===== src/rtl/wb_keypad_scan_if.sv =====
// rtl/wb_keypad_scan_if.sv - Wishbone slave signal bundle for the keypad scanner
interface wb_keypad_scan_if;
  logic [31:0] wb_adr_i;
  logic [31:0] wb_dat_i;
  logic [31:0] wb_dat_o;
  logic [3:0]  wb_sel_i;
  logic        wb_cyc_i;
  logic        wb_stb_i;
  logic        wb_we_i;
  logic        wb_ack_o;

  modport master (
    output wb_adr_i, wb_dat_i, wb_sel_i, wb_cyc_i, wb_stb_i, wb_we_i,
    input  wb_dat_o, wb_ack_o
  );

  modport slave (
    input  wb_adr_i, wb_dat_i, wb_sel_i, wb_cyc_i, wb_stb_i, wb_we_i,
    output wb_dat_o, wb_ack_o
  );
endinterface


===== src/rtl/wb_keypad_scan.sv =====
// rtl/wb_keypad_scan.sv - Wishbone matrix keypad scanner with frame debounce and keycode FIFO
module wb_keypad_scan #(
  parameter int ROWS       = 4,
  parameter int COLS       = 3,
  parameter int SCAN_DIV   = 1024,
  parameter int DEBOUNCE   = 4,
  parameter int FIFO_DEPTH = 8
) (
  input  logic            clk,
  input  logic            reset,
  output logic [ROWS-1:0] row_o,
  input  logic [COLS-1:0] col_i,
  output logic            irq_o,
  wb_keypad_scan_if.slave wb
);

  localparam int DIV_W = $clog2(SCAN_DIV);
  localparam int ROW_W = $clog2(ROWS);
  localparam int PTR_W = $clog2(FIFO_DEPTH);
  localparam int CNT_W = PTR_W + 1;
  localparam logic [DIV_W-1:0] DIV_LAST  = DIV_W'(SCAN_DIV - 1);
  localparam logic [ROW_W-1:0] ROW_LAST  = ROW_W'(ROWS - 1);
  localparam logic [ROWS-1:0]  ROW_ONE   = ROWS'(1);
  localparam logic [3:0]       DB        = 4'(DEBOUNCE);
  localparam logic [CNT_W-1:0] FIFO_FULL = CNT_W'(FIFO_DEPTH);

  typedef enum logic [1:0] {
    S_RELEASED,
    S_PRESS_CNT,
    S_HELD,
    S_REL_CNT
  } state_t;

  logic [COLS-1:0]  col_s1;
  logic [COLS-1:0]  col_s2;
  logic             scan_en;
  logic             irq_en;
  logic [DIV_W-1:0] div_cnt;
  logic [ROW_W-1:0] row_idx;
  logic             dwell_end;
  logic             frame_end;
  logic             samp_hit;
  logic [7:0]       samp_code;
  logic             acc_hit;
  logic [7:0]       acc_code;
  logic             frame_hit;
  logic [7:0]       frame_code;

  state_t           state;
  state_t           state_nxt;
  logic [7:0]       cand;
  logic [7:0]       cand_nxt;
  logic [3:0]       db_cnt;
  logic [3:0]       db_cnt_nxt;
  logic             push;
  logic [7:0]       push_code;

  logic [7:0]       mem [FIFO_DEPTH];
  logic [PTR_W-1:0] wr_ptr;
  logic [PTR_W-1:0] rd_ptr;
  logic [CNT_W-1:0] fifo_cnt;
  logic             ovf;
  logic             not_empty;
  logic             full;
  logic             push_ok;

  logic             ack_q;
  logic [31:0]      dat_q;
  logic             acc;
  logic             wr_acc;
  logic             rd_acc;
  logic [1:0]       reg_sel;
  logic             do_pop;
  logic             flush;
  logic             ovf_clr;
  logic [31:0]      rdata;
  logic             unused_bits;

  assign unused_bits = ^{wb.wb_sel_i, wb.wb_adr_i[31:4], wb.wb_adr_i[1:0], wb.wb_dat_i[31:3]};

  always_ff @(posedge clk or posedge reset) begin
    if (reset) begin
      col_s1 <= '0;
      col_s2 <= '0;
    end else begin
      col_s1 <= col_i;
      col_s2 <= col_s1;
    end
  end

  assign dwell_end = (div_cnt == DIV_LAST);
  assign frame_end = scan_en && dwell_end && (row_idx == ROW_LAST);
  assign row_o     = scan_en ? (ROW_ONE << row_idx) : '0;

  // Lowest pressed column of the active row; rows arrive in ascending order
  always_comb begin
    samp_hit  = 1'b0;
    samp_code = '0;
    for (int c = COLS - 1; c >= 0; c--) begin
      if (col_s2[c]) begin
        samp_hit  = 1'b1;
        samp_code = 8'(row_idx) * 8'(COLS) + 8'(c);
      end
    end
  end

  assign frame_hit  = acc_hit | samp_hit;
  assign frame_code = acc_hit ? acc_code : samp_code;

  always_ff @(posedge clk or posedge reset) begin
    if (reset) begin
      div_cnt  <= '0;
      row_idx  <= '0;
      acc_hit  <= 1'b0;
      acc_code <= '0;
    end else if (!scan_en) begin
      div_cnt  <= '0;
      row_idx  <= '0;
      acc_hit  <= 1'b0;
      acc_code <= '0;
    end else if (dwell_end) begin
      div_cnt <= '0;
      if (row_idx == ROW_LAST) begin
        row_idx  <= '0;
        acc_hit  <= 1'b0;
        acc_code <= '0;
      end else begin
        row_idx <= row_idx + ROW_W'(1);
        if (!acc_hit && samp_hit) begin
          acc_hit  <= 1'b1;
          acc_code <= samp_code;
        end
      end
    end else begin
      div_cnt <= div_cnt + DIV_W'(1);
    end
  end

  always_ff @(posedge clk or posedge reset) begin
    if (reset) begin
      state  <= S_RELEASED;
      cand   <= '0;
      db_cnt <= '0;
    end else begin
      state  <= state_nxt;
      cand   <= cand_nxt;
      db_cnt <= db_cnt_nxt;
    end
  end

  always_comb begin
    state_nxt  = state;
    cand_nxt   = cand;
    db_cnt_nxt = db_cnt;
    push       = 1'b0;
    push_code  = cand;
    if (!scan_en) begin
      state_nxt  = S_RELEASED;
      db_cnt_nxt = '0;
    end else if (frame_end) begin
      case (state)
        S_RELEASED: begin
          if (frame_hit) begin
            cand_nxt   = frame_code;
            db_cnt_nxt = 4'd1;
            if (DB == 4'd1) begin
              push      = 1'b1;
              push_code = frame_code;
              state_nxt = S_HELD;
            end else begin
              state_nxt = S_PRESS_CNT;
            end
          end
        end
        S_PRESS_CNT: begin
          if (!frame_hit) begin
            state_nxt  = S_RELEASED;
            db_cnt_nxt = '0;
          end else if (frame_code == cand) begin
            db_cnt_nxt = db_cnt + 4'd1;
            if (db_cnt_nxt == DB) begin
              push      = 1'b1;
              state_nxt = S_HELD;
            end
          end else begin
            cand_nxt   = frame_code;
            db_cnt_nxt = 4'd1;
          end
        end
        S_HELD: begin
          // A different key while held is deliberately ignored (no rollover)
          if (!frame_hit) begin
            db_cnt_nxt = 4'd1;
            state_nxt  = (DB == 4'd1) ? S_RELEASED : S_REL_CNT;
          end
        end
        S_REL_CNT: begin
          if (frame_hit) begin
            state_nxt = S_HELD;
          end else begin
            db_cnt_nxt = db_cnt + 4'd1;
            if (db_cnt_nxt == DB) begin
              state_nxt = S_RELEASED;
            end
          end
        end
        default: state_nxt = S_RELEASED;
      endcase
    end
  end

  assign acc     = wb.wb_cyc_i & wb.wb_stb_i & ~ack_q;
  assign wr_acc  = acc & wb.wb_we_i;
  assign rd_acc  = acc & ~wb.wb_we_i;
  assign reg_sel = wb.wb_adr_i[3:2];
  assign do_pop  = rd_acc && (reg_sel == 2'd1) && not_empty;
  assign flush   = wr_acc && (reg_sel == 2'd2) && wb.wb_dat_i[2];
  assign ovf_clr = wr_acc && (reg_sel == 2'd0) && wb.wb_dat_i[2];

  assign not_empty = (fifo_cnt != '0);
  assign full      = (fifo_cnt == FIFO_FULL);
  // A simultaneous pop frees the slot, so a push into a full FIFO still lands
  assign push_ok   = push && (!full || do_pop);

  always_ff @(posedge clk) begin
    if (push_ok && !flush) begin
      mem[wr_ptr] <= push_code;
    end
  end

  always_ff @(posedge clk or posedge reset) begin
    if (reset) begin
      wr_ptr   <= '0;
      rd_ptr   <= '0;
      fifo_cnt <= '0;
      ovf      <= 1'b0;
    end else if (flush) begin
      wr_ptr   <= '0;
      rd_ptr   <= '0;
      fifo_cnt <= '0;
      ovf      <= 1'b0;
    end else begin
      if (push_ok) begin
        wr_ptr <= wr_ptr + PTR_W'(1);
      end
      if (do_pop) begin
        rd_ptr <= rd_ptr + PTR_W'(1);
      end
      if (push_ok && !do_pop) begin
        fifo_cnt <= fifo_cnt + CNT_W'(1);
      end else if (!push_ok && do_pop) begin
        fifo_cnt <= fifo_cnt - CNT_W'(1);
      end
      if (push && !push_ok) begin
        ovf <= 1'b1;
      end else if (ovf_clr) begin
        ovf <= 1'b0;
      end
    end
  end

  always_comb begin
    rdata = '0;
    case (reg_sel)
      2'd0: rdata = {18'd0, 6'(fifo_cnt), 5'd0, ovf, full, not_empty};
      2'd1: rdata = not_empty ? {1'b1, 23'd0, mem[rd_ptr]} : 32'd0;
      2'd2: rdata = {29'd0, 1'b0, irq_en, scan_en};
      default: rdata = '0;
    endcase
  end

  always_ff @(posedge clk or posedge reset) begin
    if (reset) begin
      ack_q   <= 1'b0;
      dat_q   <= '0;
      scan_en <= 1'b1;
      irq_en  <= 1'b0;
      irq_o   <= 1'b0;
    end else begin
      ack_q <= acc;
      dat_q <= rd_acc ? rdata : 32'd0;
      if (wr_acc && (reg_sel == 2'd2)) begin
        scan_en <= wb.wb_dat_i[0];
        irq_en  <= wb.wb_dat_i[1];
      end
      irq_o <= irq_en & not_empty;
    end
  end

  assign wb.wb_ack_o = ack_q;
  assign wb.wb_dat_o = dat_q;

endmodule


===== src/flat_wrapper.sv =====
// flat-port wrapper written by rule: the top's interface ports become plain ports
module wb_keypad_scan_flat 
#(
  parameter int ROWS       = 4,
  parameter int COLS       = 3,
  parameter int SCAN_DIV   = 1024,
  parameter int DEBOUNCE   = 4,
  parameter int FIFO_DEPTH = 8
)
  (clk, reset, row_o, col_i, irq_o, wb_wb_adr_i, wb_wb_dat_i, wb_wb_sel_i, wb_wb_cyc_i, wb_wb_stb_i, wb_wb_we_i, wb_wb_dat_o, wb_wb_ack_o);
  wb_keypad_scan_if wb_i ();
  input  logic clk;
  input  logic reset;
  output logic [ROWS-1:0] row_o;
  input  logic [COLS-1:0] col_i;
  output logic irq_o;
  input wire logic [$bits(wb_i.wb_adr_i)-1:0] wb_wb_adr_i;
  input wire logic [$bits(wb_i.wb_dat_i)-1:0] wb_wb_dat_i;
  input wire logic [$bits(wb_i.wb_sel_i)-1:0] wb_wb_sel_i;
  input wire logic [$bits(wb_i.wb_cyc_i)-1:0] wb_wb_cyc_i;
  input wire logic [$bits(wb_i.wb_stb_i)-1:0] wb_wb_stb_i;
  input wire logic [$bits(wb_i.wb_we_i)-1:0] wb_wb_we_i;
  output wire logic [$bits(wb_i.wb_dat_o)-1:0] wb_wb_dat_o;
  output wire logic [$bits(wb_i.wb_ack_o)-1:0] wb_wb_ack_o;
  assign wb_i.wb_adr_i = wb_wb_adr_i;
  assign wb_i.wb_dat_i = wb_wb_dat_i;
  assign wb_i.wb_sel_i = wb_wb_sel_i;
  assign wb_i.wb_cyc_i = wb_wb_cyc_i;
  assign wb_i.wb_stb_i = wb_wb_stb_i;
  assign wb_i.wb_we_i = wb_wb_we_i;
  assign wb_wb_dat_o = wb_i.wb_dat_o;
  assign wb_wb_ack_o = wb_i.wb_ack_o;
  wb_keypad_scan #(.ROWS(ROWS), .COLS(COLS), .SCAN_DIV(SCAN_DIV), .DEBOUNCE(DEBOUNCE), .FIFO_DEPTH(FIFO_DEPTH)) u_core (.clk(clk), .reset(reset), .row_o(row_o), .col_i(col_i), .irq_o(irq_o), .wb(wb_i));
endmodule

===== config.mk =====
export PLATFORM = sky130hd
export DESIGN_NAME = wb_keypad_scan_flat
export DESIGN_NICKNAME = d
export VERILOG_FILES = /design/src/rtl/wb_keypad_scan_if.sv /design/src/rtl/wb_keypad_scan.sv /design/src/flat_wrapper.sv
export SDC_FILE = /design/constraint.sdc
export NUM_CORES = 1
export LEC_CHECK = 0
export ABC_AREA = 1
export BUFFER_PORTS_ARGS = -buffer_cell sky130_fd_sc_hd__buf_4
export CAP_MARGIN = 20
export CORE_ASPECT_RATIO = 0.8
export CORE_UTILIZATION = 58
export CTS_CLUSTER_SIZE = 16
export DETAILED_ROUTE_END_ITERATION = 10
export MAX_ROUTING_LAYER = met4
export PLACE_DENSITY = 0.82
export SLEW_MARGIN = 20
export SYNTH_ARGS = -nofsm -noshare
export SYNTH_HDL_FRONTEND = slang
export SYNTH_SLANG_ARGS = --single-unit

===== constraint.sdc =====
create_clock -name clk -period 5.75 [get_ports clk]
set_input_delay 0 -clock clk [delete_from_list [all_inputs] [get_ports clk]]
set_output_delay 0 -clock clk [all_outputs]
set_load 0.005 [all_outputs]

# Word level (Yosys, flattened, before mapping)
# Memory sizes are Yosys's and may differ from the RTL's.
# Cells that the tools add are included.
[totals]
reg_bits = 88
latch_bits = 0
mem_bits_rw = 64
mem_bits_ro = 0
inputBits = 76
output_inout_bits = 38
wordCells = 156
n_memories = 1
[mem_list]
columns = ["name", "words", "word_bits", "read_ports", "rd_clocked_by_memory_dff", "write_ports", "line_no", "rtl"]
rows = [
  ["u_core.mem", 8, 8, 1, 0, 1, "wb_keypad_scan.sv:58", "logic [7:0] mem [FIFO_DEPTH];"],
]
[op_classes]
add_sub_neg = 9
mul = 1
div = 0
order_cmp = 0
n_eq_ne = 22
shifts = 1
muxes = 64
bitwise = 8
reduce_logical = 32
[op_table]
columns = ["operator", "n"]
rows = [
  ["case mux 32 bit (3 select lines)", 1],
  ["2-to-1 mux 8 bit", 11],
  ["2-to-1 mux 32 bit", 2],
  ["2-to-1 mux 4 bit", 11],
  ["2-to-1 mux 2 bit", 12],
  ["2-to-1 mux 10 bit", 2],
  ["2-to-1 mux 1 bit", 18],
  ["case mux 4 bit (4 select lines)", 1],
  ["case mux 8 bit (2 select lines)", 1],
  ["logical AND 1 bit", 14],
  ["2-to-1 mux 3 bit", 4],
  ["!= test 3 bit, second input constant", 4],
  ["!= test 4 bit, second input constant", 3],
  ["AND reduction 6 bit", 2],
  ["adder 10 x 1 -> 10 bit, second input constant", 1],
  ["equality test 10 bit, second input constant", 1],
  ["adder 4 x 1 -> 4 bit, second input constant", 2],
  ["equality test 2 bit, second input constant", 4],
  ["equality test 8 bit", 1],
  ["case mux 2 bit (4 select lines)", 1],
  ["adder 3 x 1 -> 3 bit, second input constant", 2],
  ["!= test 2 bit, second input constant", 3],
  ["nonzero test 2 bit", 3],
  ["nonzero test 3 bit", 2],
  ["other kinds (19)", 31],
]

# Longest topological paths before layout
[depth]
depth_word = 18
mapped_depth = 22
depth_no_buf = 22

# Least setup slack after synthesis
# Ideal clock, no wire load.
[synth_timing]
path_type = "reg-to-reg"
startpoint = "reg u_core.row_idx[0]"
endpoint = "reg u_core.fifo_cnt[3]"
setup_ps = 125
arrival_time_ps = 2847
required_ps = 5625
slack_ps = 2779
stages_incl_launch_ff = 21
n_path_buf = 0
synth_period_minus_slack_ps = 2971
cell_sequence = "dfrtp_1 inv_1 ha_1 a21oi_1 nand2_1 nand3_1 nand3b_1 nand2_1 nand3_2 nor2_4 nand3_4 nor2_8 nand2_2 inv_1 ha_1 inv_1 ha_1 a21oi_1 nand2_1 xnor2_1 a21oi_1"
[synth_between]
elab_chain_cells = 16
elab_cells_between_ends = 22
classes_between = "add/sub (2); mul (1); eq/ne (2); mux (11); reduce/logical (6)"
[synth_rtl]
columns = ["element", "line_no", "rtl"]
rows = [
  ["from (decl)", "wb_keypad_scan.sv:39", "logic [ROW_W-1:0] row_idx;"],
  ["from (signal assigned)", "wb_keypad_scan.sv:128", "row_idx <= row_idx + ROW_W'(1);"],
  ["multiplier 2 x 2 -> 4 bit", "wb_keypad_scan.sv:102", "samp_code = 8'(row_idx) * 8'(COLS) + 8'(c);"],
  ["adder 4 x 2 -> 5 bit", "wb_keypad_scan.sv:102", ""],
  ["2-to-1 mux 8 bit (3 in series)", "wb_keypad_scan.sv:100", "if (col_s2[c]) begin"],
  ["2-to-1 mux 8 bit", "wb_keypad_scan.sv:108", "assign frame_code = acc_hit ? acc_code : samp_code;"],
  ["equality test 8 bit", "wb_keypad_scan.sv:179", "end else if (frame_code == cand) begin"],
  ["2-to-1 mux 1 bit", "wb_keypad_scan.sv:179", ""],
  ["2-to-1 mux 1 bit", "wb_keypad_scan.sv:176", "if (!frame_hit) begin"],
  ["2-to-1 mux 1 bit", "wb_keypad_scan.sv:161", "case (state)"],
  ["2-to-1 mux 1 bit *", "wb_keypad_scan.sv:160", "end else if (frame_end) begin"],
  ["2-to-1 mux 1 bit *", "wb_keypad_scan.sv:157", "if (!scan_en) begin"],
  ["logical AND 1 bit *", "wb_keypad_scan.sv:223", "assign push_ok = push && (!full || do_pop);"],
  ["logical AND 1 bit / logical NOT 1 bit (equally long branches)", "wb_keypad_scan.sv:249, wb_keypad_scan.sv:251", ""],
  ["2-to-1 mux 4 bit / logical AND 1 bit (equally long branches)", "wb_keypad_scan.sv:249, wb_keypad_scan.sv:251", ""],
  ["2-to-1 mux 4 bit / nonzero test 3 bit (equally long branches)", "-", ""],
  ["to (signal assigned)", "wb_keypad_scan.sv:250", "fifo_cnt <= fifo_cnt + CNT_W'(1);"],
  ["to (signal assigned)", "wb_keypad_scan.sv:252", "fifo_cnt <= fifo_cnt - CNT_W'(1);"],
  ["to (decl)", "wb_keypad_scan.sv:61", "logic [CNT_W-1:0] fifo_cnt;"],
]
# Mark *: on every way between the ends. The rest lies on a longest branch, timed or not.
# A chain may end at the register's enable or synchronous reset.

# Final worst setup path
# Same ends and word-level chain as after synthesis.

==> qor.txt <==
Post-synth cell types: 42
Detailed Place HPWL: 6.974 mm
Gpl congestion: 0.8359
Worst-skew pair later-pin latency: 0.37 ns
Vias per inst: 5.462
Fin area: 5544 µm²
Register-to-register setup slack: 2.27 ns
First-pass GRT wire length: 17.31 mm
Synth top area share: 29.56%
Layout cells sized above 1: 13.06%
RSZ-0062 raised after global routing: no
CP cell instances: inv_1, ha_1, inv_1, o21ai_0, nand2_1, nand3_1, nand2_1, nand2_1, nand4_1, nor2_4, nand3_4, nor2_8, nand2_2, inv_1, ha_1, inv_1, ha_1, a21oi_1, nand2_1, xnor2_1, a21oi_1
Reg2Reg Capture Point: u_core.fifo_cnt[3]
Final clock skew: 0.01707 ns
CTS Sinks: 100
Gr ovfl total: 0
Via count: 3769
Largest net degree at the start of global routing: 61
Die W: 105.8 µm
Area of the mapped netlist: 4995 µm²
Setup CP Type: register to register
Tot Pwr: 1.968 mW
Synth warnings: 0
Slew HR: 49.29%
Post-DP Area: 5220 µm²
Pwr dens: 355.0 nW/µm²
Crit path launch: u_core.row_idx[0]
Num rows: 29
Initial core utilization: 61.45%
Endpoints failing setup: 0
Worst VDD drop: 0.1969 mV
Root buffer cell: clkbuf_8
Synth Instances: 536
Setup TNS: 0 ns
Nets: 668
H-tree depth: 3
IO Count: 114
Sequential share of the synthesized area: 54.13%
CP Capture Point: u_core.fifo_cnt[3]
Setup Buffers After CTS: 0
Die area: 8989 µm²
Worst Path Max Fanout: 8
Worst setup SP type: register
WL final: 10.00 mm
Ant diodes: 0
Core area: 8128 µm²
Ranking of synthesized cells by area: dfrtp_1 30%, edfxtp_1 24%, nand2_1 7.1%
DIE HEIGHT: 85 µm
Area delta synth->final: 11.00%
Tot GR Track Use: 25.54%
CTS tree: built
Port bufs: 28
Filler cells: 609
Post-DRT Antenna Nets: 0
Worst-path clk slew: 0.11 ns
Status: complete, no violations
Residual DRC: 0
Critical Path Max Stage Delay: 0.46 ns
Final slew viol count: 0
Critical path endpoint category: register
Period utilisation layout: 60.60%
Fmax: 287.0 MHz
CTS Buffer Depth: 2
First-pass detailed-route iteration total: 4
# Max-Cap Violations: 0
Initial antenna violation count: 0
Syn Area/Cell: 9.319 µm²
CP required: 6.05 ns
Cts repair resizes: 0
Worst slew pin tran: 0.7607 ns
P_leak: 2.605 nW
Total CTS buffers: 9
Final hold slack: 0.03412 ns
Vias in the first global route: 3733
Worst Reg-to-Reg Cells: 21
Synth area leader: dfrtp_1
Slowest stage cell, crit path: dfrtp_1
Yosys reg bits: 100
Min-delay worst type: input pin to register
DR WL/cell: 14.50 µm
Critical path arrival: 3.78 ns
Minimum clock period: 3.485 ns
Final hold violation count: 0
Hold bufs inserted after CTS: 12
FF-to-FF Start: u_core.row_idx[0]
Detailed Route Iter0 Violations: 250
[cells in the final DEF (no fill, tap or decap), types with 7 or more instances in the layout]
cell and instances:
dfrtp_1 59, inv_2 7, nor2_1 64, o21ai_0 40, dlygate4sd3_1 12, a21oi_1 22
clkbuf_8 9, edfxtp_1 40, ha_1 14, nand3_1 30, xnor2_1 7, nand2_1 94
buf_4 29, conb_1 22, nor3_1 11, inv_1 53, nand4_1 7
[synth_stat cells (all sizes together)]
cell type and count:
nor2 71, nor3b 1, a21o 1, xor2 1
clkbuf 9, fa 1, a31oi 3, o22ai 5
clkinv 2, nor3 12, dfrtp 59, o211ai 3
o21ai 42, buf 23, edfxtp 40, conb 1
xnor2 7, nand4 10, nor4 1, nand3b 3
a21oi 22, o221ai 6, a21boi 1, or2 2
inv 60, nand2 101, nand3 34, ha 14
dfstp 1
[cells by family after synthesis]
| kind of cell | after synthesis | share of synthesized area, % |
|---|---|---|
| and+or+nand+nor | 235 | 22.47 |
| DFF | 100 | 54.13 |
| buffers and inverters | 94 | 8.793 |
| AOI/OAI and AO/OA | 83 | 9.219 |
| adders and majority gates | 15 | 3.908 |
| xor gates and xnor gates | 8 | 1.403 |
| other | 1 | 0.07508 |
[routing by layer]
metal / global-route usage, % / vias up / part of all wire [%] / routed length (µm)
met5: - / - / 0 / 0
met4: 8.586 / 0 / 1.6 / 156
li1: - / 1817 / - / -
met2: 41.41 / 160 / 49 / 4931
met1: 31.56 / 1774 / 43 / 4274
met3: 6.375 / 18 / 6.4 / 641
[metrics by stage]
stage	std cells	setup WS [ns]	utilization (%)
after global routing	690	1.898	68.21
after global placement	662	2.445	64.22
final	690	2.265	68.21
after floorplan	557	2.779	-
after CTS	690	2.279	68.21
after detailed placement	662	2.310	64.22
[worst min-delay path by stage]
stage | from | endpoint | slack, ns | cells past startpoint
floorplan | col_i[0] | u_core.col_s1[0] | 0.03 | 0
global placement | col_i[2] | u_core.col_s1[2] | 0.11 | 1
detailed placement | col_i[0] | u_core.col_s1[0] | 0.11 | 1
CTS | wb_wb_adr_i[3] | u_core.wb.wb_dat_o[31] | 0.003 | 4
global route | wb_wb_adr_i[3] | u_core.wb.wb_dat_o[31] | 0.009 | 4
finish | wb_wb_adr_i[3] | u_core.wb.wb_dat_o[31] | 0.03 | 4
[area by class of cell]
class | instances | area, µm² | share of cell area [%]
clock buffers | 9 | 123.9 | 2.234
well taps | 108 | 135.1 | 2.437
multi-input cells | 363 | 1931 | 34.82
inverters | 62 | 232.7 | 4.198
repair buffers | 41 | 337.8 | 6.093
flip-flops and latches | 100 | 2704 | 48.77
clock inverters | 7 | 80.08 | 1.444
[sequential cells by signal, indices dropped and copies added, names as in the netlist]
name / count
u_core.rd_ptr: 3
u_core.cand: 5
u_core.irq_o: 1
u_core.mem: 40
u_core.wb.wb_dat_o: 10
u_core.acc_hit: 1
u_core.div_cnt: 10
u_core.acc_code: 5
u_core.wr_ptr: 3
u_core.irq_en: 1
u_core.state: 2
u_core.ovf: 1
u_core.wb.wb_ack_o: 1
u_core.row_idx: 2
u_core.db_cnt: 4
u_core.col_s2: 3
u_core.col_s1: 3
u_core.fifo_cnt: 4
u_core.scan_en: 1
[critical path, delay by kind of cell, from the launching register on]
kind	cells	cell delay, ns
AOI/OAI and AO/OA	3	0.35
xor gates and xnor gates	1	0.12
adders and majority gates	3	0.94
buffers and inverters	4	0.43
DFF	1	0.46
and+or+nand+nor	10	1.12
[where the power goes]
part / switching (mW) / total, mW / internal (mW)
Combinational: 0.401 / 0.620 / 0.219
Clock: 0.268 / 0.441 / 0.173
Sequential: 0.103 / 0.908 / 0.805
Total: 0.771 / 1.97 / 1.20
Note: power is estimated with default switching activity, not from simulation.
